### src/rtl/div_unit_65.sv
// Multicycle signed 32-bit restoring divider: 32 shift/subtract steps on a 65-bit {rem, quot} reg.
// Optional macro DIV_EARLY_OUT_EN: zero dividend or divisor skips straight to DONE.
module div_unit_65 (
  input  logic        clk,
  input  logic        reset,
  input  logic        ctrl_div,
  input  logic [31:0] data_operandA,
  input  logic [31:0] data_operandB,
  output logic [31:0] data_result,
  output logic        data_exception,
  output logic        data_resultRDY
);

  typedef enum logic [1:0] {StIdle, StRun, StDone} state_e;

  state_e      state_q;
  logic [64:0] aq_q;
  logic [32:0] divisor_q;
  logic        sign_q;
  logic        dz_q;
  logic [4:0]  count_q;
  logic [31:0] result_q;
  logic        exc_q;
  logic        rdy_q;

  logic [31:0] abs_a;
  logic [32:0] abs_b;
  logic [64:0] aq_sh;
  logic [32:0] diff;
  logic [64:0] aq_d;
  logic [31:0] quot;
  logic        early_out;

  always_comb begin
    abs_a = data_operandA[31] ? (~data_operandA + 32'd1) : data_operandA;
    abs_b = {1'b0, (data_operandB[31] ? (~data_operandB + 32'd1) : data_operandB)};
    aq_sh = aq_q << 1;
    diff  = aq_sh[64:32] - divisor_q;
    aq_d  = aq_sh;
    // Non-negative trial remainder: keep it and shift in a quotient 1; otherwise restore.
    if (!diff[32]) begin
      aq_d[64:32] = diff;
      aq_d[0]     = 1'b1;
    end
    quot = sign_q ? (~aq_q[31:0] + 32'd1) : aq_q[31:0];
`ifdef DIV_EARLY_OUT_EN
    early_out = (data_operandA == 32'd0) || (data_operandB == 32'd0);
`else
    early_out = 1'b0;
`endif
  end

  always_ff @(posedge clk) begin
    if (reset) begin
      state_q   <= StIdle;
      aq_q      <= '0;
      divisor_q <= '0;
      sign_q    <= 1'b0;
      dz_q      <= 1'b0;
      count_q   <= '0;
      result_q  <= '0;
      exc_q     <= 1'b0;
      rdy_q     <= 1'b0;
    end else begin
      rdy_q <= 1'b0;
      // A start always wins, aborting any operation in flight without a ready pulse.
      if (ctrl_div) begin
        aq_q      <= {33'd0, abs_a};
        divisor_q <= abs_b;
        sign_q    <= data_operandA[31] ^ data_operandB[31];
        dz_q      <= (data_operandB == 32'd0);
        count_q   <= '0;
        state_q   <= early_out ? StDone : StRun;
      end else begin
        unique case (state_q)
          StIdle: ;
          StRun: begin
            aq_q    <= aq_d;
            count_q <= count_q + 5'd1;
            if (count_q == 5'd31) state_q <= StDone;
          end
          StDone: begin
            result_q <= dz_q ? 32'd0 : quot;
            exc_q    <= dz_q;
            rdy_q    <= 1'b1;
            state_q  <= StIdle;
          end
          default: state_q <= StIdle;
        endcase
      end
    end
  end

  assign data_result    = result_q;
  assign data_exception = exc_q;
  assign data_resultRDY = rdy_q;

endmodule
### config.mk
export PLATFORM = sky130hd
export DESIGN_NAME = div_unit_65
export DESIGN_NICKNAME = d
export VERILOG_FILES = /design/src/rtl/div_unit_65.sv
export SDC_FILE = /design/constraint.sdc
export NUM_CORES = 1
export LEC_CHECK = 0
export CAP_MARGIN = 20
export CELL_PAD_IN_SITES_DETAIL_PLACEMENT = 1
export CELL_PAD_IN_SITES_GLOBAL_PLACEMENT = 2
export CORE_MARGIN = 2
export CORE_UTILIZATION = 36
export CTS_BUF_LIST = sky130_fd_sc_hd__clkbuf_4 sky130_fd_sc_hd__clkbuf_8 sky130_fd_sc_hd__clkbuf_16
export CTS_CLUSTER_SIZE = 20
export DETAILED_ROUTE_END_ITERATION = 6
export GPL_TIMING_DRIVEN = 1
export PLACE_DENSITY = 0.83
export RECOVER_POWER = 50
export SYNTH_ARGS = -nofsm -noshare
export SYNTH_HDL_FRONTEND = slang
export SYNTH_SLANG_ARGS = --single-unit
### constraint.sdc
create_clock -name clk -period 5 [get_ports clk]
set_clock_uncertainty 0.2 [all_clocks]
set_input_delay 0.75 -clock clk [delete_from_list [all_inputs] [get_ports clk]]
set_output_delay 0.75 -clock clk [all_outputs]
set_load 0.02 [all_outputs]
==> After elaboration in Yosys (flattened, before gate mapping) <==
Cells that the tools add are included.
{ "op_classes": {"n_reduce_logical": 7, "div_mod_pow": 0, "n_eq_ne": 6, "mul": 0, "addsub": 5, "mux": 12, "shifts": 0, "bitwise_logic": 6, "n_lt_le_gt_ge": 0} }
{ "ops": {"columns": ["op", "count"], "rows": [
  ["two-way mux 32 bit", 7],
  ["adder 32 x 1 -> 32 bit (second input constant)", 3],
  ["inverter 32 bit", 3],
  ["subtractor 33 x 32 -> 33 bit", 1],
  ["logical NOT 32 bit", 1],
  ["AND reduction 2 bit", 3],
  ["adder 5 x 1 -> 5 bit (second input constant)", 1],
  ["equality test 5 bit (second input constant)", 1],
  ["!= test 2 bit (second input constant)", 2],
  ["one-hot mux 2 bit (2 select lines)", 1],
  ["two-way mux 1 bit", 3],
  ["!= test 3 bit (second input constant)", 1],
  ["equality test 2 x 1 -> 1 bit (second input constant)", 1],
  ["equality test 2 bit (second input constant)", 1],
  ["logical NOT 2 bit", 1],
  ["two-way mux 2 bit", 1],
  ["inverter 1 bit", 2],
  ["nonzero test 2 bit", 1],
  ["OR reduction 2 bit", 1],
  ["bitwise XOR 1 bit", 1]
]} }
{ "totals": {"rom_bits": 0, "ff_bits": 139, "ramBits": 0, "mem_count": 0, "output_inout_bits": 34, "inputBits": 67, "latchBits": 0, "elab_cells": 47} }

==> Longest topological paths before layout <==
Gate-level depths: netlist of the first run.
{ "depth": {"ltp_word": 4, "depth_mapped": 13} }

==> Worst setup path before layout of the first run <==
No wires, ideal clock.
{ "synth_path": {"kind": "input-to-reg", "startpoint": "input data_operandB[5]", "endpoint": "register divisor_q[30]", "stages": 9, "setup_time_ps": 86, "arrival_time_ps": 3318, "n_path_buf": 0, "required_time_ps": 4714, "slack_ps": 1396, "cell_sequence": "nor4_2 > nand2_1 > or4_4 > or2_4 > or4_4 > or4_4 > o31ai_4 > xor2_1 > a211oi_1"} }
{ "synth_via": {"elab_chain_len": 3} }
{ "synth_rtl": {"columns": ["element", "line", "source"], "rows": [
  ["start: declaration", "8", "input logic [31:0] data_operandB,"],
  ["inverter 32 bit", "36", "abs_b = {1'b0, (data_operandB[31] ? (~data_operandB + 32'd1) : data_operandB)};"],
  ["adder 32 x 1 -> 32 bit", "36", null],
  ["two-way mux 32 bit", "36", null],
  ["end signal: assignment", "69", "divisor_q <= abs_b;"],
  ["end: declaration", "18", "logic [32:0] divisor_q;"]
]} }
No other way between the ends.
A chain may end at the register's enable or synchronous reset.

==> Final worst setup path of the first run <==
{ "layout_path": {"startpoint": "register divisor_q[9]", "endpoint": "register aq_q[39]"} }
{ "layout_via": {"elab_chain_len": 2} }
{ "layout_rtl": {"columns": ["element", "line", "source"], "rows": [
  ["subtractor 33 x 32 -> 33 bit", "38", "diff = aq_sh[64:32] - divisor_q;"],
  ["two-way mux 32 bit", "41", "if (!diff[32]) begin"],
  ["end signal: assignment", "68", "aq_q <= {33'd0, abs_a};"],
  ["end signal: assignment", "78", "aq_q <= aq_d;"],
  ["end: declaration", "17", "logic [64:0] aq_q;"]
]} }
No other way between the ends.

==> results of run 1 <==
-- logic make-up (layout without fill, tap and decap cells) --
kind of cell               after synthesis  in the layout  synth area share [%]
adders and majority gates               38             38                 5.289
and+or+nand+nor                        381            381                 19.98
buffers and inverters                  114            192                 5.275
xor gates and xnor gates               119            119                 11.50
AOI/OAI and AO/OA                      351            351                 24.31
DFF                                    139            139                 30.47
muxes                                   29             29                 3.179
-- worst reg2reg max path, stage by stage, from the launching register on --
cell	delay (ns)
dfxtp_1	0.33
inv_1	0.04
ha_1	0.36
a21oi_1	0.26
o21ai_0	0.17
a2111oi_0	0.60
o221ai_1	0.28
o21ai_1	0.38
a31oi_4	0.19
xor2_2	0.40
buf_12	0.25
mux2i_1	0.25
a21oi_1	0.09
-- final cells by class --
| type | instances | share of cell area, % |
|---|---|---|
| Timing Repair Buffer | 115 | 10.32 |
| Multi-Input combinational cell | 918 | 53.45 |
| Clock buffer | 17 | 3.866 |
| Clock inverter | 15 | 1.785 |
| Inverter | 45 | 1.535 |
| Sequential cell | 139 | 25.29 |
| Tap cell | 330 | 3.752 |
-- power groups by stage --
stage               Combinational, mW  Clock, mW  Sequential [mW]
floorplan                       0.485          0             1.21
global placement                0.680          0             1.23
detailed placement              0.690          0             1.23
CTS                             0.697       1.38             1.21
global route                    0.777       1.43             1.21
finish                          0.699       1.35             1.21
-- worst max-delay path by stage --
stage	slack [ns]	endpoint	cells past startpoint	startpoint
detailed placement	0.64	divisor_q[30]	10	data_operandB[4]
global route	0.70	aq_q[31]	5	ctrl_div
global placement	0.74	divisor_q[30]	10	data_operandB[4]
finish	0.99	aq_q[39]	12	divisor_q[9]
CTS	1.10	divisor_q[30]	10	data_operandB[4]
floorplan	1.40	divisor_q[30]	9	data_operandB[5]
-- cells in the mapped netlist (11+ instances only) --
library cell and number:
xor2_1 47, or4_1 13, dfxtp_1 139, nand3_1 13, o41ai_1 11, buf_1 13, a21oi_1 116, o21ai_0 80
inv_1 45, o31ai_1 27, a211oi_1 38, ha_1 37, nand2_1 122, nor3_1 18, or3_1 18, clkbuf_1 48
mux2i_1 29, nor2_1 127, xnor2_1 71, a22oi_1 24
-- state kept, by name, indices dropped and copies added (netlist names) --
signal,flops
aq_q,64
data_resultRDY,1
dz_q,1
count_q,5
sign_q,1
data_exception,1
data_result,32
divisor_q,32
state_q,2
-- routing by layer --
| metal | GRT usage [%] | vias up | part of all wire (%) |
|---|---|---|---|
| met5 | 0 | - | 0 |
| met4 | 4.827 | 0 | 1.3 |
| met3 | 2.743 | 28 | 2.3 |
| met2 | 34.41 | 113 | 45 |
| met1 | 29.83 | 4088 | 51 |
| li1 | - | 4319 | - |
-- per-stage QoR --
step | setup slack, ns | total power, mW | area, um^2 | hold slack (ns)
floorplan | 1.396 | 1.697 | 9131 | 0.2406
global placement | 0.7375 | 1.909 | 10340 | 0.2401
detailed placement | 0.6420 | 1.922 | 10360 | 0.2489
CTS | 1.096 | 3.284 | 10980 | 0.2581
global route | 0.7035 | 3.422 | 11000 | 0.2811
finish | 0.9903 | 3.260 | 11000 | 0.2517
==> flow_summary.json, run 1 <==
{
  "critPathMaxFanout": 20,
  "clk_pin_slew_worst_paths_ns": 0.07,
  "slew_viol_final": 125,
  "vias_per_cell": 5.414,
  "period_minus_slack_ns": 4.010,
  "synthTopCellsByArea": "dfxtp_1, xnor2_1, a21oi_1",
  "postCtsHoldBufs": 0,
  "avgSynthCellArea_um2": 7.798,
  "ir_worst_vdd_mv": 0.1514,
  "grt_overflow_total": 0,
  "drt_iter0_markers": 473,
  "initial_utilization_pct": 36.47,
  "layout_common_cells": "dfxtp_1, nor2_1, nand2_1",
  "p_leak_nw": 4.137,
  "synth_edf_count": 0,
  "slowest_delay_ns": 0.60,
  "crit_type": "reg2reg",
  "whs_path_depth": 2,
  "drtAntennaViolNets": 0,
  "synthCells": 1171,
  "clkPwrFrac_pct": 41.6,
  "crit_chain": "inv_1, ha_1, a21oi_1, o21ai_0, a2111oi_0, o221ai_1, o21ai_1, a31oi_4, xor2_2, buf_12, mux2i_1, a21oi_1",
  "clockBufferDepth": 2,
  "required_ns": 5.01,
  "syn-num-nets": 1276,
  "max_cap_violations": 2,
  "post-cts-setup-buffers": 0,
  "holdPathEnd": "data_result[31]",
  "pwr-share-comb_pct": 21.4,
  "wire_per_inst_um": 17.52,
  "yosysSeqAreaShare_pct": 30.47,
  "r2r-start": "divisor_q[9]",
  "hp-start": "data_result[31]",
  "nNetsFinal": 1341,
  "wl_um": 27660,
  "cp_slowest_cell": "a2111oi_0",
  "antenna_cells": 0,
  "grt_pass1_wl_um": 45370,
  "clock_latency_ns": 0.43,
  "design.core.area_um2": 25040,
  "io_pins": 101,
  "r2r_end": "aq_q[39]",
  "globalRouteTotalUtil_pct": 21.18,
  "cts_tree": "yes",
  "antenna_found_initial": 0,
  "relSlewSlack_pct": -103.7,
  "period_share_pct": 80.19,
  "netlist_area_um2": 9131,
  "critPathCaptureType": "register",
  "fin_cells": 1579,
  "crit_arrival_ns": 4.02,
  "hp-class": "reg2reg",
  "power.density_nw_per_um2": 296.2,
  "setup_viol": 0,
  "drt_pass1_iterations": 4,
  "critPathTopFamily": "compound AO/OA/AOI/OAI gates",
  "hpwl_um": 20300,
  "syn2layout_area_growth_pct": 20.51,
  "grt_max_degree": 82,
  "drc": 0,
  "seqPwrFrac_pct": 37.0,
  "gp_congestion": 0.7982,
  "postSynth.asyncResetShare_pct": 0,
  "drive_above_1_share_pct": 5.925,
  "finalHoldViolations": 0,
  "yosys_warnings": 0,
  "synthFlopType": "dfxtp_1",
  "worstMarginPinSlew_ns": 3.056,
  "die_h_um": 163.3,
  "outcome": "finished with violations",
  "ys_ff_latch": 139,
  "reg2regPathDepth": 12,
  "dieArea_um2": 26650,
  "regArea_um2": 2783,
  "rsz0062_at_grt": "false",
  "critPathLaunchType": "register",
  "vias": 8548,
  "dpl.cell_count": 1545,
  "cts_resized": 0,
  "p_int_mw": 2.219,
  "layout_commonest_cell": "dfxtp_1",
  "grt_pass1_vias": 8466,
  "regToRegSetupSlack_ns": 0.99,
  "cts_buffers": 17,
  "die_w_um": 163.3,
  "nFillCells": 3052,
  "violations": "max-capacitance violations, max-slew violations",
  "crit_buf_inv": 2,
  "fmax_mhz": 249.4,
  "synth_cell_types": 70,
  "synth.top_cell.area_share_pct": 30.47,
  "placementRows": 58,
  "portBuffers": 100,
  "switchingPower_mw": 1.041,
  "htreeDepth": 4,
  "synth_top_cell_by_area": "dfxtp_1",
  "cts_root_buffer": "clkbuf_16",
  "final_core_util_pct": 43.95,
  "swShare_pct": 31.93,
  "multiInputGateArea_um2": 5882,
  "setup_tns_ns": 0,
  "cts_sinks": 139,
  "crit_path_frequent_cell": "a21oi_1"
}
Note: power is estimated with default switching activity, not from simulation.
==> run 2: changes to the inputs <==
CORE_UTILIZATION = 30   (was 36)
PLACE_DENSITY = 0.73   (was 0.83)
clock period = 3.5 ns   (was 5 ns; I/O delays follow)
==> run 2 against run 1 <==
  * The flow now finishes without violations
  * Largest cell class unchanged
  * Routed wire length grew 5.6%
  * Largest power group unchanged
  * Sequential cell count did not move
  * Power is 50% higher
  * Global-route usage is 2.4 points lower
==> flow_summary.json, run 2 (same netlist as run 1, synthesis figures left out) <==
{
  "outcome": "completed",
  "antenna_cells": 0,
  "cts_sinks": 139,
  "wl_um": 29220,
  "reg2regPathDepth": 14,
  "postCtsHoldBufs": 0,
  "hpwl_um": 21510,
  "max_cap_violations": 0,
  "crit_arrival_ns": 3.54,
  "drive_above_1_share_pct": 16.58,
  "pre_cts_ws_ns": -0.5431,
  "clock_latency_ns": 0.43,
  "whs_path_depth": 2,
  "worstSetupStartpoint": "data_operandB[8]",
  "portBuffers": 100,
  "layout_common_cells": "dfxtp_1, buf_4, nor2_1",
  "drtAntennaViolNets": 0,
  "drt_iter0_markers": 371,
  "largest_reg_flops": 64,
  "dieArea_um2": 31850,
  "swShare_pct": 31.21,
  "gp_congestion": 0.8109,
  "nFillCells": 3613,
  "p_int_mw": 3.357,
  "grt_pass1_wl_um": 48020,
  "r2r-start": "divisor_q[21]",
  "drt_pass1_iterations": 5,
  "timing.final.ws_setup_ns": 0.1162,
  "finalHoldViolations": 0,
  "globalRouteTotalUtil_pct": 18.79,
  "postLayoutCellArea_um2": 12260,
  "hp-start": "data_result[27]",
  "ir_worst_vdd_mv": 0.3257,
  "grt_pass1_vias": 9205,
  "critPathLaunchType": "primary input",
  "wire_per_inst_um": 16.56,
  "clkPwrFrac_pct": 40.6,
  "dpl.cell_count": 1722,
  "io_pins": 101,
  "final_core_util_pct": 41.14,
  "cts_tree": "yes",
  "syn2layout_area_growth_pct": 34.24,
  "design.core.area_um2": 29800,
  "clk_pin_slew_worst_paths_ns": 0.07,
  "cts_buffers": 17,
  "layout_commonest_cell": "dfxtp_1",
  "vias_per_cell": 5.105,
  "die_h_um": 178.5,
  "worstMarginPinSlew_ns": 1.401,
  "critPathMaxFanout": 3,
  "period_minus_slack_ns": 3.384,
  "vias": 9010,
  "antenna_found_initial": 0,
  "switchingPower_mw": 1.523,
  "drc": 0,
  "p_leak_nw": 4.845,
  "period_share_pct": 96.68,
  "pwr-share-comb_pct": 24.2,
  "clockBufferDepth": 2,
  "placementRows": 63,
  "grt_max_degree": 75,
  "setup_viol": 0,
  "power.density_nw_per_um2": 398.1,
  "hp-class": "reg2reg",
  "seqPwrFrac_pct": 35.3,
  "top_register": "aq_q",
  "critPathCaptureType": "register",
  "regArea_um2": 2784,
  "required_ns": 3.65,
  "htreeDepth": 4,
  "multiInputGateArea_um2": 6085,
  "grt_overflow_total": 0,
  "crit_type": "in2reg",
  "initial_utilization_pct": 30.65,
  "nNetsFinal": 1467,
  "relSlewSlack_pct": 6.614,
  "fin_cells": 1765,
  "cts_root_buffer": "clkbuf_16",
  "die_w_um": 178.5,
  "place_area_um2": 11320,
  "slew_viol_final": 0,
  "fmax_mhz": 295.5
}
## run 2: changes by cell type in the layout (fill, tap and decap cells not counted), moves of 3 or more
cell             before  now
o21ai_0              80   75
a21oi_1             116  111
buf_4                 9  134
o21ai_2               0    3
clkdlybuf4s50_1      64   57
ha_1                 37   31
dlymetal6s2s_1        0    7
a21oi_2               0    5
ha_4                  0    6
## run 2: final timing paths
path / slack (ns) / endpoint
max: 0.12 / divisor_q[30]
min: 0.25 / data_result[27]
max reg2reg: 0.14 / aq_q[38]
min reg2reg: 0.25 / data_result[27]
## run 2: through the flow
stage	TNS (ns)	hold WS (ns)	power, mW
floorplan	0	0.2406	2.425
global placement	-8.856	0.2425	2.871
detailed placement	-7.850	0.2536	2.882
CTS	0	0.2638	4.887
global route	-0.05251	0.2838	5.152
finish	0	0.2542	4.880
## run 2: layout make-up
class,count,share of cell area [%]
Clock buffer,17,3.470
Tap cell,390,3.981
Multi-Input combinational cell,918,49.64
Inverter,45,1.378
Clock inverter,15,1.613
Timing Repair Buffer,241,17.21
Sequential cell,139,22.71
## run 2: metal layers
| metal | GRT usage (%) | wire, um | up-vias | share of wire (%) |
|---|---|---|---|---|
| met2 | 30.89 | 13670 | 127 | 47 |
| met4 | 4.201 | 234 | 0 | 0.80 |
| li1 | - | - | 4560 | - |
| met1 | 26.06 | 14440 | 4304 | 49 |
| met5 | 0 | 0 | - | 0 |
| met3 | 2.515 | 876 | 19 | 3.0 |
## run 2: power groups by stage
| stage | Clock, mW | Sequential, mW | Combinational (mW) |
|---|---|---|---|
| 2_1_floorplan | 0 | 1.73 | 0.693 |
| 6_report | 1.98 | 1.72 | 1.18 |
| 3_5_place_dp | 0 | 1.75 | 1.13 |
| 5_1_grt | 2.10 | 1.73 | 1.32 |
| 3_3_place_gp | 0 | 1.75 | 1.12 |
| 4_1_cts | 2.02 | 1.72 | 1.14 |
## run 2: worst max-delay path: stages
cell             delay [ns]
clkdlybuf4s50_1        0.42
or3_4                  0.40
or4_4                  0.42
or2_4                  0.29
or4_4                  0.45
or4_4                  0.53
o31ai_4                0.19
xor2_1                 0.09
a211oi_1               0.22
## run 2: what timing repair did
item,in CTS,in global routing
gates cloned,0,1
endpoints found under the setup margin,34,36
pin swaps,7,16
setup buffers,6,4
endpoints found under the hold margin,0,0
resized for setup,4,49
==> run 3: changes to the inputs <==
GPL_TIMING_DRIVEN = unset   (was 1)
==> results of run 3 <==
Final layout, timing and power as in run 2 (identical DEF).
